<file path="config.mk">
export PLATFORM = sky130hd
export DESIGN_NAME = lsu_dcache_fill_way_sel_flat
export DESIGN_NICKNAME = d
export VERILOG_FILES = /design/src/rtl/lsu_dcache_fill_way_sel_if.sv /design/src/rtl/lsu_dcache_fill_way_sel.sv /design/src/flat_wrapper.sv
export SDC_FILE = /design/constraint.sdc
export NUM_CORES = 1
export LEC_CHECK = 0
export ABC_CLOCK_PERIOD_IN_PS = 2300
export BUFFER_PORTS_ARGS = -buffer_cell sky130_fd_sc_hd__clkbuf_2
export CORE_UTILIZATION = 35
export CTS_BUF_LIST = sky130_fd_sc_hd__clkbuf_8
export CTS_CLUSTER_DIAMETER = 80
export DETAILED_ROUTE_END_ITERATION = 8
export GPL_TIMING_DRIVEN = 1
export MAX_ROUTING_LAYER = met4
export PLACE_DENSITY = 0.68
export SLEW_MARGIN = 15
export SYNTH_ARGS = -nofsm -noshare
export SYNTH_HDL_FRONTEND = slang
export SYNTH_SLANG_ARGS = --single-unit
</file>
<file path="constraint.sdc">
create_clock -name clk -period 2.3 [get_ports clk]
set_input_delay 0.46 -clock clk [delete_from_list [all_inputs] [get_ports clk]]
set_output_delay 0.46 -clock clk [all_outputs]
set_load 0.02 [all_outputs]
</file>
<file path="src/rtl/lsu_dcache_fill_way_sel_if.sv">
// Request, way-issue and fill-completion signal bundle for the dcache fill victim-way selector.
// The selector block uses the slave modport; the requester/fill datapath side uses master.
interface lsu_dcache_fill_way_sel_if #(
  parameter int IDX_W = 7
);
  logic             fill_req_vld;
  logic [IDX_W-1:0] fill_req_idx;
  logic [3:0]       fill_req_set_vld;
  logic             fill_req_rdy;

  logic             way_vld;
  logic [1:0]       way_sel;
  logic [IDX_W-1:0] way_idx;
  logic             way_rdy;

  logic             fill_done_vld;
  logic [IDX_W-1:0] fill_done_idx;
  logic [1:0]       fill_done_way;

  modport master (
    output fill_req_vld, fill_req_idx, fill_req_set_vld,
    input  fill_req_rdy,
    input  way_vld, way_sel, way_idx,
    output way_rdy,
    output fill_done_vld, fill_done_idx, fill_done_way
  );

  modport slave (
    input  fill_req_vld, fill_req_idx, fill_req_set_vld,
    output fill_req_rdy,
    output way_vld, way_sel, way_idx,
    input  way_rdy,
    input  fill_done_vld, fill_done_idx, fill_done_way
  );
endinterface

</file>
<file path="src/rtl/lsu_dcache_fill_way_sel.sv">
// Victim-way selector for dcache line fills: lowest invalid way, else LFSR way, skipping in-flight ways.
// Optional macro LSU_FILL_PEND_CHK_EN enables the pending-fill table; undefined, no in-flight exclusion.
module lsu_dcache_fill_way_sel #(
  parameter  int IDX_W = 7,
  parameter  int NPEND = 4,
  localparam int CNT_W = $clog2(NPEND + 1)
) (
  input  logic                    clk,
  input  logic                    arst_l,
  lsu_dcache_fill_way_sel_if.slave bus,
  input  logic [1:0]              lfsr_out,
  output logic                    lfsr_advance,
  output logic [CNT_W-1:0]        pend_cnt
);

  typedef enum logic [1:0] {IDLE, LOOKUP, ISSUE} state_t;

  state_t           state, state_nxt;
  logic [IDX_W-1:0] req_idx, req_idx_nxt;
  logic [3:0]       req_set_vld, req_set_vld_nxt;
  logic [1:0]       sel_way, sel_way_nxt;
  logic [3:0]       pmask;
  logic [3:0]       free_way;
  logic [1:0]       scan_way;
  logic             scan_found;
  logic             pend_full;
  logic             req_rdy;
  logic             alloc;

  always_ff @(posedge clk or negedge arst_l) begin
    if (!arst_l) begin
      state       <= IDLE;
      req_idx     <= '0;
      req_set_vld <= '0;
      sel_way     <= '0;
    end else begin
      state       <= state_nxt;
      req_idx     <= req_idx_nxt;
      req_set_vld <= req_set_vld_nxt;
      sel_way     <= sel_way_nxt;
    end
  end

  always_comb begin
    state_nxt       = state;
    req_idx_nxt     = req_idx;
    req_set_vld_nxt = req_set_vld;
    sel_way_nxt     = sel_way;
    lfsr_advance    = 1'b0;
    req_rdy         = 1'b0;
    bus.way_vld     = 1'b0;
    alloc           = 1'b0;
    free_way        = ~req_set_vld & ~pmask;
    scan_way        = 2'd0;
    scan_found      = 1'b0;
    case (state)
      IDLE: begin
        req_rdy = arst_l & ~pend_full;
        if (bus.fill_req_vld && req_rdy) begin
          req_idx_nxt     = bus.fill_req_idx;
          req_set_vld_nxt = bus.fill_req_set_vld;
          state_nxt       = LOOKUP;
        end
      end
      LOOKUP: begin
        // All ways in flight: wait here for a completion to free one.
        if (|free_way) begin
          for (int w = 3; w >= 0; w--) begin
            if (free_way[w]) sel_way_nxt = 2'(w);
          end
          state_nxt = ISSUE;
        end else if (~&pmask) begin
          for (int k = 0; k < 4; k++) begin
            scan_way = lfsr_out + 2'(k);
            if (!scan_found && !pmask[scan_way]) begin
              sel_way_nxt = scan_way;
              scan_found  = 1'b1;
            end
          end
          lfsr_advance = 1'b1;
          state_nxt    = ISSUE;
        end
      end
      ISSUE: begin
        bus.way_vld = 1'b1;
        if (bus.way_rdy) begin
          alloc     = 1'b1;
          state_nxt = IDLE;
        end
      end
      default: state_nxt = IDLE;
    endcase
  end

  assign bus.fill_req_rdy = req_rdy;
  assign bus.way_sel      = sel_way;
  assign bus.way_idx      = req_idx;

`ifdef LSU_FILL_PEND_CHK_EN
  logic [NPEND-1:0] pend_vld;
  logic [IDX_W-1:0] pend_idx [NPEND];
  logic [1:0]       pend_way [NPEND];
  logic [NPEND-1:0] alloc_oh;

  always_comb begin
    pmask    = '0;
    alloc_oh = '0;
    pend_cnt = '0;
    for (int i = 0; i < NPEND; i++) begin
      if (pend_vld[i] && pend_idx[i] == req_idx) pmask[pend_way[i]] = 1'b1;
      pend_cnt = pend_cnt + CNT_W'(pend_vld[i]);
    end
    for (int i = NPEND - 1; i >= 0; i--) begin
      if (!pend_vld[i]) alloc_oh = NPEND'(1) << i;
    end
  end

  assign pend_full = (pend_cnt == CNT_W'(NPEND));

  // Allocation uses the free vector before this cycle's completion clears.
  always_ff @(posedge clk or negedge arst_l) begin
    if (!arst_l) begin
      pend_vld <= '0;
      for (int i = 0; i < NPEND; i++) begin
        pend_idx[i] <= '0;
        pend_way[i] <= '0;
      end
    end else begin
      for (int i = 0; i < NPEND; i++) begin
        if (alloc && alloc_oh[i]) begin
          pend_vld[i] <= 1'b1;
          pend_idx[i] <= req_idx;
          pend_way[i] <= sel_way;
        end else if (bus.fill_done_vld && pend_vld[i] &&
                     pend_idx[i] == bus.fill_done_idx &&
                     pend_way[i] == bus.fill_done_way) begin
          pend_vld[i] <= 1'b0;
        end
      end
    end
  end
`else
  logic unused_done;
  assign unused_done = ^{bus.fill_done_vld, bus.fill_done_idx, bus.fill_done_way, alloc};
  assign pmask       = '0;
  assign pend_cnt    = '0;
  assign pend_full   = 1'b0;
`endif

endmodule

</file>
<file path="src/flat_wrapper.sv">
// flat-port wrapper written by rule: the top's interface ports become plain ports
module lsu_dcache_fill_way_sel_flat 
#(
  parameter  int IDX_W = 7,
  parameter  int NPEND = 4,
  localparam int CNT_W = $clog2(NPEND + 1)
)
  (clk, arst_l, lfsr_out, lfsr_advance, pend_cnt, bus_fill_req_vld, bus_fill_req_idx, bus_fill_req_set_vld, bus_fill_req_rdy, bus_way_vld, bus_way_sel, bus_way_idx, bus_way_rdy, bus_fill_done_vld, bus_fill_done_idx, bus_fill_done_way);
  lsu_dcache_fill_way_sel_if #(.IDX_W(IDX_W)) bus_i ();
  input  logic clk;
  input  logic arst_l;
  input  logic [1:0] lfsr_out;
  output logic lfsr_advance;
  output logic [CNT_W-1:0] pend_cnt;
  input wire logic [$bits(bus_i.fill_req_vld)-1:0] bus_fill_req_vld;
  input wire logic [$bits(bus_i.fill_req_idx)-1:0] bus_fill_req_idx;
  input wire logic [$bits(bus_i.fill_req_set_vld)-1:0] bus_fill_req_set_vld;
  output wire logic [$bits(bus_i.fill_req_rdy)-1:0] bus_fill_req_rdy;
  output wire logic [$bits(bus_i.way_vld)-1:0] bus_way_vld;
  output wire logic [$bits(bus_i.way_sel)-1:0] bus_way_sel;
  output wire logic [$bits(bus_i.way_idx)-1:0] bus_way_idx;
  input wire logic [$bits(bus_i.way_rdy)-1:0] bus_way_rdy;
  input wire logic [$bits(bus_i.fill_done_vld)-1:0] bus_fill_done_vld;
  input wire logic [$bits(bus_i.fill_done_idx)-1:0] bus_fill_done_idx;
  input wire logic [$bits(bus_i.fill_done_way)-1:0] bus_fill_done_way;
  assign bus_i.fill_req_vld = bus_fill_req_vld;
  assign bus_i.fill_req_idx = bus_fill_req_idx;
  assign bus_i.fill_req_set_vld = bus_fill_req_set_vld;
  assign bus_fill_req_rdy = bus_i.fill_req_rdy;
  assign bus_way_vld = bus_i.way_vld;
  assign bus_way_sel = bus_i.way_sel;
  assign bus_way_idx = bus_i.way_idx;
  assign bus_i.way_rdy = bus_way_rdy;
  assign bus_i.fill_done_vld = bus_fill_done_vld;
  assign bus_i.fill_done_idx = bus_fill_done_idx;
  assign bus_i.fill_done_way = bus_fill_done_way;
  lsu_dcache_fill_way_sel #(.IDX_W(IDX_W), .NPEND(NPEND)) u_core (.clk(clk), .arst_l(arst_l), .bus(bus_i), .lfsr_out(lfsr_out), .lfsr_advance(lfsr_advance), .pend_cnt(pend_cnt));
endmodule
</file>
==> impl_metrics.tcl, run 1 <==
set metrics [dict create \
    internal_power_mw 0.586 \
    hold_class "input pin to asynchronous set/reset pin" \
    diodes 0 \
    slew_viol_final 0 \
    cts_num_sinks 15 \
    crit_start "u_core.state[1]$_DFFE_PN0P_" \
    cap_violations 0 \
    rsz0062_at_grt "false" \
    crit_path_end "lfsr_advance" \
    max_stage_delay_ns 0.40 \
    dr_wl_met2_um 504 \
    synthDistinctLibCells 16 \
    worst_path_max_delay_cell "dfrtp_1" \
    fin_skew_ns 0.00642 \
    antenna_left 0 \
    critPathRequiredTime_ns 1.84 \
    path_max_fanout 6 \
    final_nets 107 \
    crit_arrival_ns 1.28 \
    place_congestion 0.681 \
    yosysWarnings 0 \
    p_per_area_nw_per_um2 986 \
    syn_inst 48 \
    io-pin-count 42 \
    dr_total_vias 440 \
    cts_buffers 3 \
    stdcell_area_sq_um 868 \
    grt.overflow.total 0 \
    seq_area_frac_synth_pct 55.4 \
    grt_pass1_wl_mm 1.57 \
    r2r-start "u_core.state[0]$_DFFE_PN0P_" \
    floorplan.initialDensity_pct 38.4 \
    port_buffers 28 \
    die_h_um 46.0 \
    vias_per_cell 4.23 \
    cp-start-kind "flip-flop" \
    drtIter0Drc 3 \
    hold_viol_final 0 \
    cts_tree "done" \
    hold_buffers 0 \
    setup_tns_ns 0 \
    firstDrtPassIters 3 \
    drive_gt1_share_pct 58.2 \
    status "finished clean" \
    setup_viol 0 \
    rows 15 \
    routed.top_layer "met4" \
    gr-usage-all-layers_pct 11.4 \
    finalCritPeriodShare_pct 75.5 \
    synth.cell_area_sq_um 678 \
    switching_power_mw 0.270 \
    grt_pass1_vias 370 \
    reg2regPathDepth 3 \
    p_sw_share_pct 31.5 \
    place_area_sq_um 822 \
    grt_max_degree 16 \
    cts_max_level 1 \
    wire_per_inst_um 10.1 \
    clkPwrFrac_pct 24.2 \
    cts_max_path_buffers 2 \
    drc 0 \
    power_frac_comb_pct 31.5 \
    synth_area_per_cell_sq_um 14.1 \
    synth_seq_cells 15 \
    critPathCaptureType "primary output" \
    sequentialPowerShare_pct 44.3 \
    worstSetupPathType "flip-flop to primary output" \
    min_period_ns 1.74 \
    synth_largest_area_cell "dfrtp_1" \
    crit_chain "nand2b_1 -> nor3_1 -> clkbuf_2" \
    routed_wirelength_mm 1.06 \
    synth_area_leaders "dfrtp_1 55%, mux2_4 20%, buf_4 3.3%" \
    m1WireLength_um 470 \
    die_x_um 46.0 \
    cts-root-buf "clkbuf_8" \
    cts_resized 0 \
    r2r_end "u_core.bus.way_idx[5]$_DFFE_PN0P_" \
    clock_latency_ns 0.24 \
    die_area_sq_um 2120 \
    leakage_nw 0.458 \
    wl_met3_um 66 \
    antenna_found_initial 0 \
    r2r_slack_ns 0.91 \
    yosys.area.top_type_share_pct 55.4 \
    syn_to_final_growth_pct 28.0 \
    core-area_sq_um 1760 \
    max_freq_ghz 0.576 \
    cts_setup_buffers 0 \
    ir_worst_vdd_v 0.000537 \
    cts.clk_slew.worst_paths_ns 0.06 \
]
-- synth_stat cells (all sizes together) --
master,instances
nor3b,1
o31ai,2
a21boi,1
conb,1
o21ai,1
buf,4
and2,1
nand2b,3
mux2,11
inv,2
dfrtp,15
nor3,1
nand2,4
nor2,1
-- power by group through the flow --
stage	Combinational, mW	Sequential, mW	Clock [mW]
floorplan	0.137	0.438	0
global placement	0.269	0.381	0
detailed placement	0.274	0.383	0
CTS	0.274	0.381	0.210
global route	0.291	0.389	0.225
finish	0.269	0.379	0.207
-- critical path, delay by kind of cell, from the launching register on --
family / cells / cell delay (ns)
buffers and inverters: 1 / 0.20
AND/OR/NAND/NOR: 2 / 0.45
flip-flops: 1 / 0.40
-- flip-flops by register name, summed over array words and instances, names as in the netlist --
signal / flops
u_core.bus.way_idx: 7
u_core.bus.way_sel: 2
u_core.req_set_vld: 4
u_core.state: 2
-- cells by family (layout without fill, tap and decap cells) --
kind of cell / Yosys count / after routing / synth area share [%]
DFF: 15 / 15 / 55.4
muxes: 11 / 11 / 23.2
and+or+nand+nor: 11 / 11 / 9.41
buffers and inverters: 6 / 35 / 7.38
AOI/OAI and AO/OA: 4 / 4 / 4.06
other: 1 / 3 / 0.553
-- metrics by stage --
stage	worst slack, ns	instances	util [%]	power [mW]	hold WS [ns]
2_1_floorplan	0.700	50	-	0.575	0.164
3_3_place_gp	0.752	100	46.6	0.649	0.435
3_5_place_dp	0.745	100	46.6	0.657	0.434
4_1_cts	0.547	104	49.2	0.865	0.171
5_1_grt	0.501	104	49.2	0.904	0.176
6_report	0.563	104	49.2	0.856	0.158
-- placed cells by master, fill, tap and decap left out, drive strengths merged --
cell	Yosys	final
a21boi	1	1
and2	1	1
buf	4	1
clkbuf	0	31
clkinv	0	1
conb	1	3
dfrtp	15	15
inv	2	2
mux2	11	11
nand2	4	4
nand2b	3	3
nor2	1	1
nor3	1	1
nor3b	1	1
o21ai	1	1
o31ai	2	2
-- area by class of cell --
class | count | area [sq um]
inverter | 2 | 7.51
clock buffer | 3 | 41.3
multi-input combinational | 29 | 260
fill | 174 | 896
clock inverter | 1 | 5.00
sequential | 15 | 375
timing repair buffer | 29 | 148
tap | 25 | 31.3
-- how the worst min path moves through the flow --
| stage | startpoint | end | slack (ns) | cells after the start |
|---|---|---|---|---|
| 4_1_cts | arst_l | u_core.bus.way_sel[1]$_DFFE_PN0P_ | 0.17 | 2 |
| 3_3_place_gp | arst_l | u_core.bus.way_sel[0]$_DFFE_PN0P_ | 0.43 | 2 |
| 6_report | arst_l | u_core.bus.way_sel[0]$_DFFE_PN0P_ | 0.16 | 2 |
| 5_1_grt | arst_l | u_core.bus.way_sel[0]$_DFFE_PN0P_ | 0.18 | 2 |
| 3_5_place_dp | arst_l | u_core.state[1]$_DFFE_PN0P_ | 0.43 | 2 |
| 2_1_floorplan | arst_l | u_core.bus.way_idx[0]$_DFFE_PN0P_ | 0.16 | 0 |
-- routing by layer --
metal,GRT usage [%],up-vias
met5,-,-
met4,7.06,0
met3,3.57,2
met2,16.1,19
met1,14.2,203
li1,-,216
Note: power is estimated with default switching activity, not from simulation.
==> inputs of run 2 (changes only) <==
--- a/config.mk
+++ b/config.mk
@@ -5,7 +5,7 @@
 export SDC_FILE = /design/constraint.sdc
 export NUM_CORES = 1
 export LEC_CHECK = 0
-export ABC_CLOCK_PERIOD_IN_PS = 2300
+export ABC_CLOCK_PERIOD_IN_PS = 1550
 export BUFFER_PORTS_ARGS = -buffer_cell sky130_fd_sc_hd__clkbuf_2
 export CORE_UTILIZATION = 35
 export CTS_BUF_LIST = sky130_fd_sc_hd__clkbuf_8
@@ -13,7 +13,7 @@
 export DETAILED_ROUTE_END_ITERATION = 8
 export GPL_TIMING_DRIVEN = 1
 export MAX_ROUTING_LAYER = met4
-export PLACE_DENSITY = 0.68
+export PLACE_DENSITY = 0.7
 export SLEW_MARGIN = 15
 export SYNTH_ARGS = -nofsm -noshare
 export SYNTH_HDL_FRONTEND = slang
==> constraint.sdc (replaced) <==
create_clock -name clk -period 1.55 [get_ports clk]
set_input_delay 0.31 -clock clk [delete_from_list [all_inputs] [get_ports clk]]
set_output_delay 0.31 -clock clk [all_outputs]
set_load 0.02 [all_outputs]
==> run 2 against run 1 <==
  * First-iteration DRC count fell by 33%
  * Non-clock buffer count is the same
  * Sequential share of layout area shrank 1.0 points
  * Wire length rose by 1.1%
==> impl_metrics.tcl, run 2 (same netlist as run 1, synthesis figures left out) <==
set metrics [dict create \
    cts.clk_slew.worst_paths_ns 0.06 \
    wire_per_inst_um 10.3 \
    cts-root-buf "clkbuf_8" \
    die_h_um 46.0 \
    crit_family "flip-flops" \
    critPathRequiredTime_ns 1.24 \
    drive_gt1_share_pct 60.8 \
    nFillCells 175 \
    fin_skew_ns 0.00123 \
    finalCritPeriodShare_pct 94.5 \
    status "finished clean" \
    dr_total_vias 436 \
    cts_buffers 3 \
    floorplan.initialDensity_pct 38.4 \
    rsz0062_at_grt "false" \
    hold_class "input pin to asynchronous set/reset pin" \
    p_per_area_nw_per_um2 1440 \
    final_common_cell "clkbuf_2" \
    die_area_sq_um 2120 \
    place_congestion 0.621 \
    min_period_ns 1.46 \
    path_max_fanout 6 \
    worst_path_max_delay_cell "dfrtp_1" \
    layout.cells.non_filler 104 \
    cts_num_sinks 15 \
    hold_buffers 0 \
    ir_worst_vdd_v 0.000777 \
    hold_viol_final 0 \
    drc 0 \
    setup_viol 0 \
    firstDrtPassIters 2 \
    gr-usage-all-layers_pct 13.2 \
    grt_pass1_wl_mm 1.79 \
    leakage_nw 0.471 \
    crit_arrival_ns 1.15 \
    stdcell_area_sq_um 890 \
    routed_wirelength_mm 1.07 \
    core-area_sq_um 1760 \
    final_nets 107 \
    placedCellCount 100 \
    mostFrequentLayoutCells "27 x clkbuf_2, 15 x dfrtp_1, 9 x mux2_4" \
    diodes 0 \
    largest_register_ffs 7 \
    antenna_found_initial 0 \
    fin_util_pct 50.4 \
    crit_chain "nand2b_4 -> nor3_4 -> buf_4" \
    io-pin-count 42 \
    critPathCaptureType "primary output" \
    whs_ns 0.0214 \
    slew_viol_final 0 \
    cts_tree "done" \
    max_stage_delay_ns 0.40 \
    place_area_sq_um 822 \
    die_x_um 46.0 \
    cp_num_buf_inv 1 \
    cts_max_level 1 \
    grt_max_degree 16 \
    drtIter0Drc 2 \
    port_buffers 28 \
    grt_pass1_vias 446 \
    antenna_left 0 \
    cap_violations 0 \
    worstSetupPathType "flip-flop to primary output" \
    cts_setup_buffers 0 \
    cts_max_path_buffers 2 \
    max_freq_ghz 0.683 \
    layout_setup_ws_ns 0.0853 \
    pre_cts_slack_ns 0.143 \
    cp-start-kind "flip-flop" \
    setup_tns_ns 0 \
    power_mw 1.28 \
    grt.overflow.total 0 \
    clock_latency_ns 0.24 \
    syn_to_final_growth_pct 31.2 \
    vias_per_cell 4.19 \
    rows 15 \
]
## run 2: layout make-up
class / instances / area [sq um] / share of cell area, %
Sequential cell: 15 / 375 / 42.2
Multi-Input combinational cell: 29 / 279 / 31.4
Timing Repair Buffer: 29 / 150 / 16.9
Clock buffer: 3 / 41.3 / 4.64
Tap cell: 25 / 31.3 / 3.52
Inverter: 2 / 7.51 / 0.844
Clock inverter: 1 / 5.00 / 0.563
## run 2: per-layer routing
| layer | global-route usage [%] | part of all wire (%) |
|---|---|---|
| met1 | 15.4 | 44 |
| met2 | 20.6 | 48 |
| met3 | 4.76 | 8.2 |
| met4 | 5.29 | 0 |
| met5 | - | 0 |
## run 2: final timing paths
kind                                                   start                           endpoint  slack (ns)  depth (start not counted)
max                              u_core.state[1]$_DFFE_PN0P_                       lfsr_advance        0.09                          3
min                                                   arst_l  u_core.bus.way_idx[4]$_DFFE_PN0P_        0.02                          2
max reg2reg                      u_core.state[0]$_DFFE_PN0P_  u_core.bus.way_idx[5]$_DFFE_PN0P_        0.13                          3
min reg2reg                u_core.bus.way_sel[1]$_DFFE_PN0P_  u_core.bus.way_sel[1]$_DFFE_PN0P_        0.48                          2
max in group asynchronous                             arst_l  u_core.bus.way_sel[1]$_DFFE_PN0P_        1.36                          2
min in group clk                                 bus_way_rdy        u_core.state[1]$_DFFE_PN0P_        0.28                          2
## run 2: power breakdown
part           switching (mW)  total [mW]  internal, mW
registers              0.0672       0.565         0.498
clock network           0.123       0.300         0.177
logic                   0.216       0.415         0.199
## run 2: what timing repair did
| action | in CTS | in global routing |
|---|---|---|
| gates cloned | 0 | 0 |
| setup endpoints to repair | 1 | 1 |
| resized for setup | 4 | 2 |
==> inputs of run 3 (changes only) <==
--- a/config.mk
+++ b/config.mk
@@ -14,6 +14,7 @@
 export GPL_TIMING_DRIVEN = 1
 export MAX_ROUTING_LAYER = met4
 export PLACE_DENSITY = 0.7
+export RECOVER_POWER = 50
 export SLEW_MARGIN = 15
 export SYNTH_ARGS = -nofsm -noshare
 export SYNTH_HDL_FRONTEND = slang
==> run 3 against run 2 <==
  * Die area stayed put
  * Register-to-register slack about the same
  * Power fell by 0.32%
  * Critical path depth is the same
  * Setup slack is essentially flat
  * Clock skew about the same
  * Count of clock-buffer cells in the layout stayed put
  * First-iteration DRC count did not move
  * Non-clock buffer count did not move
  * Sequential share of layout area rose by 0.30 points
  * Global-route usage unchanged
  * Sequential power about the same
  * Critical path type unchanged
  * Largest cell class unchanged
==> impl_metrics.tcl, run 3 (same netlist as run 1, synthesis figures left out) <==
set metrics [dict create \
    crit_chain "nand2b_4 -> nor3_4 -> buf_4" \
    r2r_slack_ns 0.13 \
    worstSetupPathType "flip-flop to primary output" \
    dr_wl_met2_um 508 \
    crit_arrival_ns 1.15 \
    floorplan.initialDensity_pct 38.4 \
    largest_register_ffs 7 \
    cts_tree "done" \
    slew_viol_final 0 \
    hold_viol_final 0 \
    m1WireLength_um 471 \
    clkPwrFrac_pct 23.5 \
    final_common_cell "clkbuf_2" \
    cts_num_sinks 15 \
    cts_buffers 3 \
    drive_gt1_share_pct 57.0 \
    timing.slew.headroom_pct 50.0 \
    setup_viol 0 \
    die_area_sq_um 2120 \
    ir_worst_vdd_v 0.000777 \
    grt_max_degree 16 \
    worst_slew_pin_slew_ns 0.751 \
    grt_pass1_vias 446 \
    place_congestion 0.621 \
    p_per_area_nw_per_um2 1450 \
    setup_tns_ns 0 \
    cts_setup_buffers 0 \
    cp-start-kind "flip-flop" \
    status "finished clean" \
    io-pin-count 42 \
    layout.cells.non_filler 104 \
    placedCellCount 100 \
    antenna_left 0 \
    wl_met3_um 90 \
    vias_per_cell 4.19 \
    sequentialPowerShare_pct 44.3 \
    routed_wirelength_mm 1.07 \
    leakage_nw 0.461 \
    mostFrequentLayoutCells "25 x clkbuf_2, 15 x dfrtp_1, 9 x mux2_4" \
    power_frac_comb_pct 32.2 \
    routed.top_layer "met3" \
    nFillCells 177 \
    firstDrtPassIters 2 \
    drc 0 \
    cts-root-buf "clkbuf_8" \
    final_nets 107 \
    hold_buffers 0 \
    reg2regPathDepth 3 \
    antenna_found_initial 0 \
    fin_skew_ns 0.00121 \
    min_period_ns 1.46 \
    port_buffers 28 \
    cap_violations 0 \
    r2r-start "u_core.state[0]$_DFFE_PN0P_" \
    r2r_end "u_core.bus.way_idx[5]$_DFFE_PN0P_" \
    max_stage_delay_ns 0.40 \
    critPathRequiredTime_ns 1.24 \
    core-area_sq_um 1760 \
    drtIter0Drc 2 \
    rsz0062_at_grt "false" \
    diodes 0 \
    grt_pass1_wl_mm 1.79 \
    cts_max_level 1 \
    clock_latency_ns 0.24 \
    dr_total_vias 436 \
    rows 15 \
    p_sw_share_pct 31.8 \
    hold_class "input pin to asynchronous set/reset pin" \
    die_x_um 46.0 \
    gr-usage-all-layers_pct 13.2 \
    cts.clk_slew.worst_paths_ns 0.06 \
    syn_to_final_growth_pct 30.3 \
    worst_path_max_delay_cell "dfrtp_1" \
    critPathCaptureType "primary output" \
    finalCritPeriodShare_pct 94.5 \
    wire_per_inst_um 10.3 \
    grt.overflow.total 0 \
    cts_max_path_buffers 2 \
    switching_power_mw 0.406 \
    max_freq_ghz 0.683 \
    internal_power_mw 0.871 \
    path_max_fanout 6 \
    die_h_um 46.0 \
]
-- run 3: through the flow --
| step | util (%) | cell area [sq um] | hold slack [ns] | worst slack [ns] | power [mW] |
|---|---|---|---|---|---|
| floorplan | - | 686 | 0.0144 | 0.00289 | 0.853 |
| global placement | 46.6 | 822 | 0.287 | 0.164 | 0.964 |
| detailed placement | 46.6 | 822 | 0.280 | 0.143 | 0.978 |
| CTS | 50.1 | 883 | 0.0198 | 0.0488 | 1.29 |
| global route | 50.1 | 883 | 0.275 | 0.00628 | 1.36 |
| finish | 50.1 | 883 | 0.249 | 0.0854 | 1.28 |
-- run 3: what timing repair did --
action                                  in CTS  in global routing
gates cloned                                 0                  0
endpoints found under the setup margin       1                  1
gates resized for setup                      4                  2
hold endpoints to repair                     0                  0
-- run 3: metal layers --
| metal | vias up | global-route usage (%) |
|---|---|---|
| li1 | 217 | - |
| met1 | 195 | 15.4 |
| met2 | 24 | 20.6 |
| met3 | 0 | 4.76 |
| met4 | 0 | 5.29 |
| met5 | - | - |
-- run 3: final cells by class --
type,instances,area (sq um),share of cell area (%)
clock buffers,3,41.3,4.67
clock inverters,1,5.00,0.567
inverters,2,7.51,0.850
multi-input cells,29,279,31.6
flip-flops and latches,15,375,42.5
well taps,25,31.3,3.54
repair buffers,29,144,16.3
-- run 3: worst max-delay path by stage --
stage	start	to	slack [ns]	depth (start not counted)
final	u_core.state[1]$_DFFE_PN0P_	lfsr_advance	0.09	3
after global routing	u_core.state[1]$_DFFE_PN0P_	lfsr_advance	0.006	3
after CTS	u_core.state[1]$_DFFE_PN0P_	lfsr_advance	0.05	3
after detailed placement	u_core.state[0]$_DFFE_PN0P_	u_core.bus.way_idx[5]$_DFFE_PN0P_	0.14	3
after global placement	arst_l	u_core.bus.way_idx[5]$_DFFE_PN0P_	0.16	4
after floorplan	u_core.state[0]$_DFFE_PN0P_	u_core.bus.way_idx[0]$_DFFE_PN0P_	0.003	4
-- run 3: power by group through the flow --
stage | Sequential (mW) | Clock (mW) | Combinational, mW
final | 0.565 | 0.300 | 0.411
after global routing | 0.582 | 0.335 | 0.445
after detailed placement | 0.569 | 0 | 0.409
after CTS | 0.568 | 0.312 | 0.414
after floorplan | 0.649 | 0 | 0.204
after global placement | 0.565 | 0 | 0.399
-- run 3: critical path: cells and delay by family (launching register included) --
family,cells,cell delay (ns)
buffers and inverters,1,0.15
DFF,1,0.40
and+or+nand+nor,2,0.35
